$ cat config.mk
export PLATFORM = sky130hd
export DESIGN_NAME = tlu_trigger_sequencer_flat
export DESIGN_NICKNAME = d
export VERILOG_FILES = /design/src/rtl/tlu_trigger_sequencer_if.sv /design/src/rtl/tlu_trigger_sequencer.sv /design/src/flat_wrapper.sv
export SDC_FILE = /design/constraint.sdc
export NUM_CORES = 1
export LEC_CHECK = 0
export ABC_AREA = 1
export CAP_MARGIN = 20
export CORE_ASPECT_RATIO = 1.1
export CORE_MARGIN = 4
export CORE_UTILIZATION = 51
export CTS_CLUSTER_DIAMETER = 200
export CTS_CLUSTER_SIZE = 40
export DETAILED_ROUTE_END_ITERATION = 12
export HOLD_SLACK_MARGIN = 0.02
export PLACE_DENSITY = 0.84
export SLEW_MARGIN = 20
export SYNTH_ARGS = -nofsm -noshare
export SYNTH_HDL_FRONTEND = slang
export SYNTH_SLANG_ARGS = --single-unit
$ cat constraint.sdc
create_clock -name CLK -period 2.1 [get_ports CLK]
set_clock_uncertainty 0.15 [all_clocks]
set_input_delay 0.42 -clock CLK [delete_from_list [all_inputs] [get_ports CLK]]
set_output_delay 0.42 -clock CLK [all_outputs]
set_load 0.03 [all_outputs]
$ cat src/rtl/tlu_trigger_sequencer_if.sv
// Event-level signals between the trigger sequencer, the TLU handshake block,
// the readout engine and the DAQ header stream.
interface tlu_trigger_sequencer_if;
    logic        TRIGGER_VALID;
    logic        TRIGGER_CNT_VALID;
    logic [15:0] TRIGGER_CNT;
    logic        HOLD_BUSY;
    logic        RDO_START;
    logic        RDO_DONE;
    logic [31:0] EVT_DATA;
    logic        EVT_VALID;
    logic        EVT_READY;

    modport master (
        input  TRIGGER_VALID, TRIGGER_CNT_VALID, TRIGGER_CNT, RDO_DONE, EVT_READY,
        output HOLD_BUSY, RDO_START, EVT_DATA, EVT_VALID
    );

    modport slave (
        output TRIGGER_VALID, TRIGGER_CNT_VALID, TRIGGER_CNT, RDO_DONE, EVT_READY,
        input  HOLD_BUSY, RDO_START, EVT_DATA, EVT_VALID
    );
endinterface

$ cat src/rtl/tlu_trigger_sequencer.sv
// Per-trigger sequencer: captures the TLU trigger number, checks continuity,
// emits a two-word event header, runs readout and extends BUSY until it ends.
module tlu_trigger_sequencer #(
    parameter logic [15:0] TIMEOUT_CYCLES = 16'd50000,
    parameter logic [15:0] HDR_MARKER     = 16'hEB90
) (
    input  logic                            CLK,
    input  logic                            RST_SYS,
    input  logic                            EN,
    input  logic                            CLR_ERR,
    tlu_trigger_sequencer_if.master         bus,
    output logic [15:0]                     TRIG_EXPECTED,
    output logic [31:0]                     EVT_COUNT,
    output logic                            ERR_SEQ,
    output logic                            ERR_TIMEOUT
);

    localparam logic [2:0] S_IDLE     = 3'd0;
    localparam logic [2:0] S_WAIT_CNT = 3'd1;
    localparam logic [2:0] S_HDR0     = 3'd2;
    localparam logic [2:0] S_HDR1     = 3'd3;
    localparam logic [2:0] S_READOUT  = 3'd4;
    localparam logic [2:0] S_GAP      = 3'd5;

    logic [2:0]  state_q, state_d;
    logic [31:0] ts_q;
    logic [31:0] ts_lat_q, ts_lat_d;
    logic [15:0] tmo_q, tmo_d;
    logic [15:0] cnt_q, cnt_d;
    logic [15:0] exp_q, exp_d;
    logic [31:0] evt_cnt_q, evt_cnt_d;
    logic        sync_q, sync_d;
    logic        err_seq_q, err_seq_d;
    logic        err_tmo_q, err_tmo_d;
    logic        rdo_start_q, rdo_start_d;
    logic        en_q;
    logic        seq_set, tmo_set, tmo_last;

    assign tmo_last = (tmo_q == (TIMEOUT_CYCLES - 16'd1));

    always_comb begin
        state_d     = state_q;
        ts_lat_d    = ts_lat_q;
        tmo_d       = tmo_q;
        cnt_d       = cnt_q;
        exp_d       = exp_q;
        evt_cnt_d   = evt_cnt_q;
        sync_d      = sync_q;
        rdo_start_d = 1'b0;
        seq_set     = 1'b0;
        tmo_set     = 1'b0;
        case (state_q)
            S_IDLE: begin
                if (EN && bus.TRIGGER_VALID) begin
                    state_d  = S_WAIT_CNT;
                    ts_lat_d = ts_q;
                    tmo_d    = 16'd0;
                end
            end
            S_WAIT_CNT: begin
                if (bus.TRIGGER_CNT_VALID) begin
                    cnt_d = bus.TRIGGER_CNT;
                    // First number after (re)sync only seeds the expectation.
                    if (sync_q) begin
                        sync_d = 1'b0;
                    end else if (bus.TRIGGER_CNT != exp_q) begin
                        seq_set = 1'b1;
                    end
                    exp_d   = bus.TRIGGER_CNT + 16'd1;
                    state_d = S_HDR0;
                end else if (tmo_last) begin
                    tmo_set = 1'b1;
                    sync_d  = 1'b1;
                    state_d = S_GAP;
                end else begin
                    tmo_d = tmo_q + 16'd1;
                end
            end
            S_HDR0: begin
                if (bus.EVT_READY) state_d = S_HDR1;
            end
            S_HDR1: begin
                if (bus.EVT_READY) begin
                    state_d     = S_READOUT;
                    tmo_d       = 16'd0;
                    rdo_start_d = 1'b1;
                end
            end
            S_READOUT: begin
                if (bus.RDO_DONE) begin
                    evt_cnt_d = evt_cnt_q + 32'd1;
                    state_d   = S_GAP;
                end else if (tmo_last) begin
                    tmo_set = 1'b1;
                    state_d = S_GAP;
                end else begin
                    tmo_d = tmo_q + 16'd1;
                end
            end
            S_GAP: begin
                if (!bus.TRIGGER_VALID) state_d = S_IDLE;
            end
            default: state_d = S_IDLE;
        endcase
        if (EN && !en_q) sync_d = 1'b1;
        // A new error in the clearing cycle must survive.
        err_seq_d = seq_set | (err_seq_q & ~CLR_ERR);
        err_tmo_d = tmo_set | (err_tmo_q & ~CLR_ERR);
    end

    always_ff @(posedge CLK) begin
        if (RST_SYS) begin
            state_q     <= S_IDLE;
            ts_q        <= 32'd0;
            ts_lat_q    <= 32'd0;
            tmo_q       <= 16'd0;
            cnt_q       <= 16'd0;
            exp_q       <= 16'd0;
            evt_cnt_q   <= 32'd0;
            sync_q      <= 1'b1;
            err_seq_q   <= 1'b0;
            err_tmo_q   <= 1'b0;
            rdo_start_q <= 1'b0;
            en_q        <= 1'b0;
        end else begin
            state_q     <= state_d;
            ts_q        <= ts_q + 32'd1;
            ts_lat_q    <= ts_lat_d;
            tmo_q       <= tmo_d;
            cnt_q       <= cnt_d;
            exp_q       <= exp_d;
            evt_cnt_q   <= evt_cnt_d;
            sync_q      <= sync_d;
            err_seq_q   <= err_seq_d;
            err_tmo_q   <= err_tmo_d;
            rdo_start_q <= rdo_start_d;
            en_q        <= EN;
        end
    end

    always_comb begin
        case (state_q)
            S_HDR0:  bus.EVT_DATA = {HDR_MARKER, cnt_q};
            S_HDR1:  bus.EVT_DATA = ts_lat_q;
            default: bus.EVT_DATA = 32'd0;
        endcase
    end

    assign bus.EVT_VALID  = (state_q == S_HDR0) || (state_q == S_HDR1);
    assign bus.HOLD_BUSY  = (state_q == S_IDLE) ? ~EN : 1'b1;
    assign bus.RDO_START  = rdo_start_q;
    assign TRIG_EXPECTED  = exp_q;
    assign EVT_COUNT      = evt_cnt_q;
    assign ERR_SEQ        = err_seq_q;
    assign ERR_TIMEOUT    = err_tmo_q;

endmodule
$ cat src/flat_wrapper.sv
// flat-port wrapper written by rule: the top's interface ports become plain ports
module tlu_trigger_sequencer_flat 
#(
    parameter logic [15:0] TIMEOUT_CYCLES = 16'd50000,
    parameter logic [15:0] HDR_MARKER     = 16'hEB90
)
  (CLK, RST_SYS, EN, CLR_ERR, TRIG_EXPECTED, EVT_COUNT, ERR_SEQ, ERR_TIMEOUT, bus_TRIGGER_VALID, bus_TRIGGER_CNT_VALID, bus_TRIGGER_CNT, bus_RDO_DONE, bus_EVT_READY, bus_HOLD_BUSY, bus_RDO_START, bus_EVT_DATA, bus_EVT_VALID);
  tlu_trigger_sequencer_if bus_i ();
  input  logic CLK;
  input  logic RST_SYS;
  input  logic EN;
  input  logic CLR_ERR;
  output logic [15:0] TRIG_EXPECTED;
  output logic [31:0] EVT_COUNT;
  output logic ERR_SEQ;
  output logic ERR_TIMEOUT;
  input wire logic [$bits(bus_i.TRIGGER_VALID)-1:0] bus_TRIGGER_VALID;
  input wire logic [$bits(bus_i.TRIGGER_CNT_VALID)-1:0] bus_TRIGGER_CNT_VALID;
  input wire logic [$bits(bus_i.TRIGGER_CNT)-1:0] bus_TRIGGER_CNT;
  input wire logic [$bits(bus_i.RDO_DONE)-1:0] bus_RDO_DONE;
  input wire logic [$bits(bus_i.EVT_READY)-1:0] bus_EVT_READY;
  output wire logic [$bits(bus_i.HOLD_BUSY)-1:0] bus_HOLD_BUSY;
  output wire logic [$bits(bus_i.RDO_START)-1:0] bus_RDO_START;
  output wire logic [$bits(bus_i.EVT_DATA)-1:0] bus_EVT_DATA;
  output wire logic [$bits(bus_i.EVT_VALID)-1:0] bus_EVT_VALID;
  assign bus_i.TRIGGER_VALID = bus_TRIGGER_VALID;
  assign bus_i.TRIGGER_CNT_VALID = bus_TRIGGER_CNT_VALID;
  assign bus_i.TRIGGER_CNT = bus_TRIGGER_CNT;
  assign bus_i.RDO_DONE = bus_RDO_DONE;
  assign bus_i.EVT_READY = bus_EVT_READY;
  assign bus_HOLD_BUSY = bus_i.HOLD_BUSY;
  assign bus_RDO_START = bus_i.RDO_START;
  assign bus_EVT_DATA = bus_i.EVT_DATA;
  assign bus_EVT_VALID = bus_i.EVT_VALID;
  tlu_trigger_sequencer #(.TIMEOUT_CYCLES(TIMEOUT_CYCLES), .HDR_MARKER(HDR_MARKER)) u_core (.CLK(CLK), .RST_SYS(RST_SYS), .EN(EN), .CLR_ERR(CLR_ERR), .bus(bus_i), .TRIG_EXPECTED(TRIG_EXPECTED), .EVT_COUNT(EVT_COUNT), .ERR_SEQ(ERR_SEQ), .ERR_TIMEOUT(ERR_TIMEOUT));
endmodule
# Word-level counts from Yosys, hierarchy flattened
# Cells that the tools add are included.
# Widths: inputs -> output; s select.
# totals
ff_bits	152
input_bits	24
word_cells	78
# classes
addsub	4
n_eq_ne	13
n_mux	27
n_bitwise	7
n_reduce_logical	15
# ops
cell	count
$mux 16	5
$add 32x1->32 const B	2
$pmux 16 s4	1
$pmux 32 s2	1
$add 16x1->16 const B	2
$mux 3	7
$pmux 3 s6	1
$eq 16x16->1 const B	1
$ne 16x16->1	1
$mux 1	11
$ne 2x2->1 const B	5
$reduce_and 2->1	4
$eq 3x2->1 const B	2
$eq 3x3->1 const B	2
$reduce_and 5->1	1
$reduce_and 4->1	1
$reduce_bool 4->1	1
$reduce_or 2->1	2
$eq 3x1->1 const B	1
$logic_not 3->1	1
$not 1->1	3
$and 1x1->1	2
$logic_and 1x1->1	2
$ne 2x1->1 const B	1
5 further kinds	6

# Longest topological paths before layout
# Gate-level depths: netlist (run 1).
# logic_depth
ltp_word	6
mapped_depth	11
mapped_depth_nobuf	10

# Worst setup path before layout (run 1)
# OpenSTA, ideal clock, no wires.
# synth_timing
path_type	reg-to-output
startpoint	register u_core.state_q[0]
endpoint	output bus_EVT_DATA[23]
arrival_time_ps	1623
setup_slack_ps	-93
stages_incl_launch_ff	7
n_path_buf	2
path_cell_list	dfxtp_1 -> buf_6 -> nand2_1 -> nor2_1 -> inv_1 -> clkbuf_1 -> o21ai_0
# synth_between
elab_chain_len	2
# synth_lines
element	line	source
from (decl)	tlu_trigger_sequencer.sv:25	logic [2:0] state_q, state_d;
from (signal assigned)	tlu_trigger_sequencer.sv:126	state_q <= state_d;
$eq 3x2->1	tlu_trigger_sequencer.sv:142	case (state_q)
$pmux 32 s2 (*)	tlu_trigger_sequencer.sv:142	
to (decl)	flat_wrapper.sv:24	output wire logic [$bits(bus_i.EVT_DATA)-1:0] bus_EVT_DATA;
# Every way passes the cells marked *; elsewhere a longest branch is shown, timed or not.

# Final worst setup path (run 1)
# layout_timing
startpoint	register u_core.state_q[2]
endpoint	output bus_EVT_DATA[27]
# Same word-level chain as after synthesis.

==> results.yml, run 1 <==
critical_path:
  rrSetupSlack_ns: 0.09
  path_common_cell: "buf_4"
  crit_start: "u_core.state_q[2]"
  worstSetupEndpointType: "output port"
  crit_required_ns: 1.53
  worstSetupPathType: "reg2out"
  slowest_stage: "dfxtp_4"
  arrival_ns: 1.68
  cpPeakStageDelay_ns: 0.35
  critPathBufInv: 4
  r2r-start: "u_core.state_q[0]"
  cp-start-kind: "flop"
  path_cells: "buf_4, nor2_4, inv_4, buf_12, o21ai_1, buf_4"
  cp_top_family: "buffers and inverters"
  worstPathMaxFanout: 16
clocking:
  numClockSinks: 152
  clkTransAtPathRegs_ns: 0.06
  cts_buffer_depth: 2
  htreeDepth: 4
  numCtsBuffers: 17
  clockRootBuffer: "clkbuf_16"
  cts_tree: "done"
  clk_latency_ns: 0.42
synthesis:
  synth_cell_types: 37
  syn-num-nets: 1270
  syn-cell-area_um2: 8040
  synth-seq-area-share: 0.378
  avgSynthCellArea_um2: 6.47
  ys_ff_latch: 152
  ys_warn_count: 0
  syn_inst: 1242
cells_and_area:
  n_fill_cell: 1217
  multi_input_area_um2: 4440
  fin_nets: 1429
  drive_gt1_frac: 0.134
  area_growth_syn_to_layout_pct: 33.6
  design_area_um2: 10700
  num_antenna_cells: 0
  regArea_um2: 3050
  final_cell_mix: "nand2_1 (318), nor2_1 (195), dfxtp_1 (149)"
  layout_commonest_cell: "nand2_1"
route:
  finalWirelength_mm: 24.1
  num_vias: 8704
  viasPerCell: 5.41
  top_layer_used: "met4"
  drcViolationCount: 0
  dr.pass1.iters: 7
  met3_length_mm: 1.72
  wl_per_cell_um: 15.0
  dr_wl_met2_mm: 12.0
  met1_length_mm: 9.95
  ant_nets: 0
  drt_iter0_drc: 857
floorplan:
  fp.dieH_um: 140
  rows: 47
  fp.dieW_um: 128
  initial_core_util: 0.528
  die_area_um2: 17800
  io_pins: 109
  core_um2: 15200
timing:
  tightest_slew_ns: 0.522
  final.setup.worst_slack_ns: -0.150
  drv_slew: 0
  fin_setup_tns_ns: -2.82
  fin_crit_sh: 1.07
  hold_viol: 0
  rsz0062_at_grt: "yes"
  max_freq_mhz: 445
  min_period_ns: 2.25
  maxSlewHeadroom: 0.650
  setup_violations: 33
placed_design:
  globalplace.congestion: 0.947
  place_area_um2: 9660
  place.port_buffers: 108
  dp_slack_ns: -0.150
  dpl.hpwl_mm: 16.4
power:
  pwr-share-comb: 0.164
  swShare: 0.279
  p_int_uw: 5420
  leakagePower_uw: 0.00453
  p_sw_uw: 2100
  vdd_drop_max_mv: 0.558
  p_per_area_nw_per_um2: 700
  pwr-share-clk: 0.423
  seqPwrFrac: 0.413
global_route:
  grt_pass1_wl_mm: 38.3
  grt_max_degree: 73
  grt_remaining_overflow: 0
  antenna_found_initial: 0
  track_usage: 0.258
  first_global_vias: 8213
hold_path:
  min_from: "u_core.ts_lat_q[18]"
  hold_class: "reg2reg"
outcome:
  violations: "setup timing"
  status: "complete, but fails checks"
flow_run:
  cap_violations: 0
-- stage by stage --
stage / power [µW] / std cells / hold WS (ns) / utilization
5_1_grt: 7780 / 1610 / 0.335 / 0.705
3_3_place_gp: 4240 / 1569 / 0.287 / 0.634
2_1_floorplan: 3840 / 1242 / 0.275 / -
3_5_place_dp: 4260 / 1569 / 0.293 / 0.634
6_report: 7520 / 1610 / 0.305 / 0.705
4_1_cts: 7460 / 1607 / 0.306 / 0.692
-- cell usage after synthesis --
cell       instances  area share
a211oi_1           8      0.0075
a21oi_1          108       0.067
a31oi_1            3      0.0023
and2_1             1     0.00078
buf_1              2     0.00093
buf_2              4      0.0025
buf_6              4      0.0056
clkbuf_1          32       0.015
clkinv_1           1     0.00047
dfxtp_1          152        0.38
ha_1               4      0.0062
inv_1            149       0.070
inv_2              3      0.0014
nand2_1          319        0.15
nand2_2            2      0.0016
nand2_4            1      0.0014
nand3_1           56       0.035
nand3_2            3      0.0037
nand3_4            2      0.0044
nand3b_1          12       0.011
nand4_1           11      0.0086
nand4_4            1      0.0026
nor2_1           198       0.092
nor2_4             6      0.0084
nor2_8             2      0.0050
nor3_1            22       0.014
nor3b_1            3      0.0028
nor4_1             1     0.00078
o2111ai_1          1      0.0011
o211ai_1           4      0.0037
o21a_1             2      0.0019
o21ai_0           76       0.047
o21bai_1           1     0.00093
o22ai_1           16       0.012
or2_2              1     0.00078
xnor2_1            6      0.0065
xor2_1            25       0.027
-- routing by layer --
layer / global-route usage / vias to the layer above
li1: - / 4290
met1: 0.321 / 4006
met2: 0.445 / 351
met3: 0.0510 / 57
met4: 0.0883 / 0
met5: 0 / -
-- registers in the layout, summed over array words and instances (netlist names) --
signal	flops
u_core.EVT_COUNT	32
u_core.ts_lat_q	32
u_core.ts_q	32
u_core.TRIG_EXPECTED	16
u_core.cnt_q	16
u_core.tmo_q	16
u_core.state_q	3
u_core.ERR_SEQ	1
u_core.ERR_TIMEOUT	1
u_core.bus.RDO_START	1
u_core.en_q	1
u_core.sync_q	1
-- kinds of logic after synthesis --
| family | Yosys count | share of synthesized area |
|---|---|---|
| simple gates | 641 | 0.342 |
| compound gates | 219 | 0.144 |
| buf+inv | 195 | 0.0954 |
| flops | 152 | 0.378 |
| xor+xnor | 31 | 0.0338 |
| fa+ha+maj | 4 | 0.00622 |
-- path summary, 6_finish.rpt --
path,end,cells after the start
max,bus_EVT_DATA[27],6
min reg2reg,u_core.ts_lat_q[18],2
min,u_core.ts_lat_q[18],2
max reg2reg,u_core.EVT_COUNT[24],11
-- what timing repair did --
action / 4_1_cts / 5_1_grt
endpoints found under the setup margin: 58 / 57
pin swaps: 2 / 5
hold buffers: 0 / 0
gates cloned: 2 / 2
gates resized for setup: 84 / 41
buffers inserted: 4 / 1
-- final cells by class --
| type | count | share of cell area |
|---|---|---|
| clock inverter | 13 | 0.0155 |
| inverter | 153 | 0.0544 |
| sequential | 152 | 0.284 |
| multi-input combinational | 895 | 0.413 |
| clock buffer | 19 | 0.0412 |
| timing repair buffer | 182 | 0.169 |
| tap | 196 | 0.0228 |
-- power by group through the flow --
stage	Sequential [µW]	Clock [µW]	Combinational, µW
2_1_floorplan	3200	0	631
3_3_place_gp	3160	0	1080
3_5_place_dp	3170	0	1090
4_1_cts	3100	3190	1170
5_1_grt	3120	3320	1340
6_report	3110	3180	1230
-- worst min-delay path: cells and delay by family, from the launching register on --
kind            cells  cell delay (ns)
compound gates      1             0.06
buf+inv             1             0.06
flops               1             0.29
Note: power is estimated with default switching activity, not from simulation.
==> run 2, diff against run 1 <==
CORE_MARGIN = 2   (was 4)
SKIP_CTS_REPAIR_TIMING = 1   (was not set)
==> run 2 against run 1 <==
  * The flow still finishes with violations (setup timing)
  * Sequential power about the same
  * Count of clock-buffer cells in the layout is the same
  * Clock power rose by 5%
  * Setup slack improved by 0.0076 ns
  * Final area rose by 0.16%
  * First-iteration DRC count fell by 12%
  * Global-route usage rose by 1.1 points
  * Critical path depth down 1
  * Utilization is 1.4 points lower
  * Fmax is 0.34% higher
  * Non-clock buffer count fell by 11
  * Wire length decreased by 2.6%
  * Critical endpoint is now bus_EVT_DATA[14]
  * Largest cell class unchanged
==> results.yml, run 2 (synthesis gave the netlist of run 1 again) <==
outcome:
  status: "complete, but fails checks"
  violations: "setup timing"
route:
  viasPerCell: 5.37
  finalWirelength_mm: 23.5
  num_vias: 8613
  dr.pass1.iters: 6
  ant_nets: 0
  drt_iter0_drc: 753
  wl_per_cell_um: 14.7
  drcViolationCount: 0
hold_path:
  min_from: "bus_TRIGGER_CNT[0]"
  hold_depth: 2
  hold_class: "in2reg"
  hold_path_end: "u_core.TRIG_EXPECTED[0]"
floorplan:
  rows: 48
  core_um2: 15600
  fp.dieW_um: 124
  io_pins: 109
  fp.dieH_um: 136
  initial_core_util: 0.517
  die_area_um2: 16800
power:
  total_power_uw: 7650
  p_per_area_nw_per_um2: 711
  vdd_drop_max_mv: 0.676
  leakagePower_uw: 0.00475
placed_design:
  globalplace.congestion: 0.973
  dp_cells: 1568
  dpl.hpwl_mm: 16.1
  place.port_buffers: 108
global_route:
  track_usage: 0.269
  first_global_vias: 7923
  grt_max_degree: 73
  grt_remaining_overflow: 0
  antenna_found_initial: 0
  grt_pass1_wl_mm: 36.3
cells_and_area:
  area_growth_syn_to_layout_pct: 33.8
  drive_gt1_frac: 0.128
  fin_nets: 1418
  final-instance-count-excl-fill: 1603
  layout_commonest_cell: "nand2_1"
  final_cell_mix: "nand2_1 (318), nor2_1 (197), dfxtp_1 (149)"
  num_antenna_cells: 0
critical_path:
  worstSetupEndpointType: "output port"
  cp-start-kind: "flop"
  worstPathMaxFanout: 6
  crit_required_ns: 1.53
  r2r-start: "u_core.ts_q[21]"
  r2r_cells: 7
  worst_r2r_endpoint: "u_core.ts_q[31]"
  worstSetupPathType: "reg2out"
  arrival_ns: 1.67
  rrSetupSlack_ns: 0.01
clocking:
  numClockSinks: 152
  numCtsBuffers: 17
  cts_tree: "done"
  clkTransAtPathRegs_ns: 0.06
  clk_latency_ns: 0.43
  cts_buffer_depth: 2
  clockRootBuffer: "clkbuf_16"
  htreeDepth: 4
timing:
  rsz0062_at_grt: "yes"
  tightest_slew_ns: 0.650
  maxSlewHeadroom: 0.563
  final.setup.worst_slack_ns: -0.142
  setup_violations: 33
  fin_crit_sh: 1.07
  hold_viol: 0
  max_freq_mhz: 446
  fin_setup_tns_ns: -2.58
  min_period_ns: 2.24
  drv_slew: 0
flow_run:
  cap_violations: 0
## run 2: changes by cell type in the layout (fill, tap and decap cells not counted), sizes merged
cell / delta
clkdlybuf4s50: +4
bufinv: +1
clkinvlp: -1
dlymetal6s2s: +21
bufbuf: -1
clkbuf: +1
buf: -11
dlygate4sd2: -25
## run 2: how the worst max path moves through the flow
stage,startpoint,to,cells past startpoint
floorplan,u_core.state_q[0],bus_EVT_DATA[23],6
global placement,bus_TRIGGER_CNT[0],u_core.TRIG_EXPECTED[14],11
detailed placement,bus_TRIGGER_CNT[0],u_core.TRIG_EXPECTED[14],11
CTS,u_core.state_q[0],bus_EVT_DATA[29],6
global route,u_core.state_q[1],bus_EVT_DATA[14],5
finish,u_core.state_q[1],bus_EVT_DATA[14],5
## run 2: final cells by class
cell class	instances	area, µm²
Fill cell	1210	4800
Multi-Input combinational cell	895	4410
Timing Repair Buffer	171	1820
Tap cell	200	250
Clock inverter	13	190
Inverter	153	583
Sequential cell	152	3050
Clock buffer	19	453
## run 2: power by group
group	total [µW]	switching, µW	internal (µW)
registers	3120	86.1	3030
logic	1200	733	464
clock network	3340	1270	2060
total	7650	2090	5560
## run 2: through the flow
| step | setup WS, ns | util | area, µm² | hold slack [ns] |
|---|---|---|---|---|
| 3_3_place_gp | -0.202 | 0.621 | 9670 | 0.286 |
| 3_5_place_dp | -0.322 | 0.621 | 9670 | 0.288 |
| 4_1_cts | -0.415 | 0.663 | 10300 | 0.267 |
| 6_report | -0.142 | 0.692 | 10800 | 0.213 |
| 5_1_grt | -0.174 | 0.692 | 10800 | 0.216 |
| 2_1_floorplan | -0.0929 | - | 8040 | 0.275 |
## run 2: critical path, cell delays in order (launching register included)
cell       delay, ns
dfxtp_4         0.37
buf_6           0.11
nand3_4         0.17
clkbuf_16       0.23
o22ai_2         0.20
buf_6           0.17
## run 2: layer usage
layer / track usage / wire, µm
met5: 0 / 0
met4: 0.0878 / 626
met3: 0.0467 / 1450
met2: 0.474 / 11800
met1: 0.330 / 9610
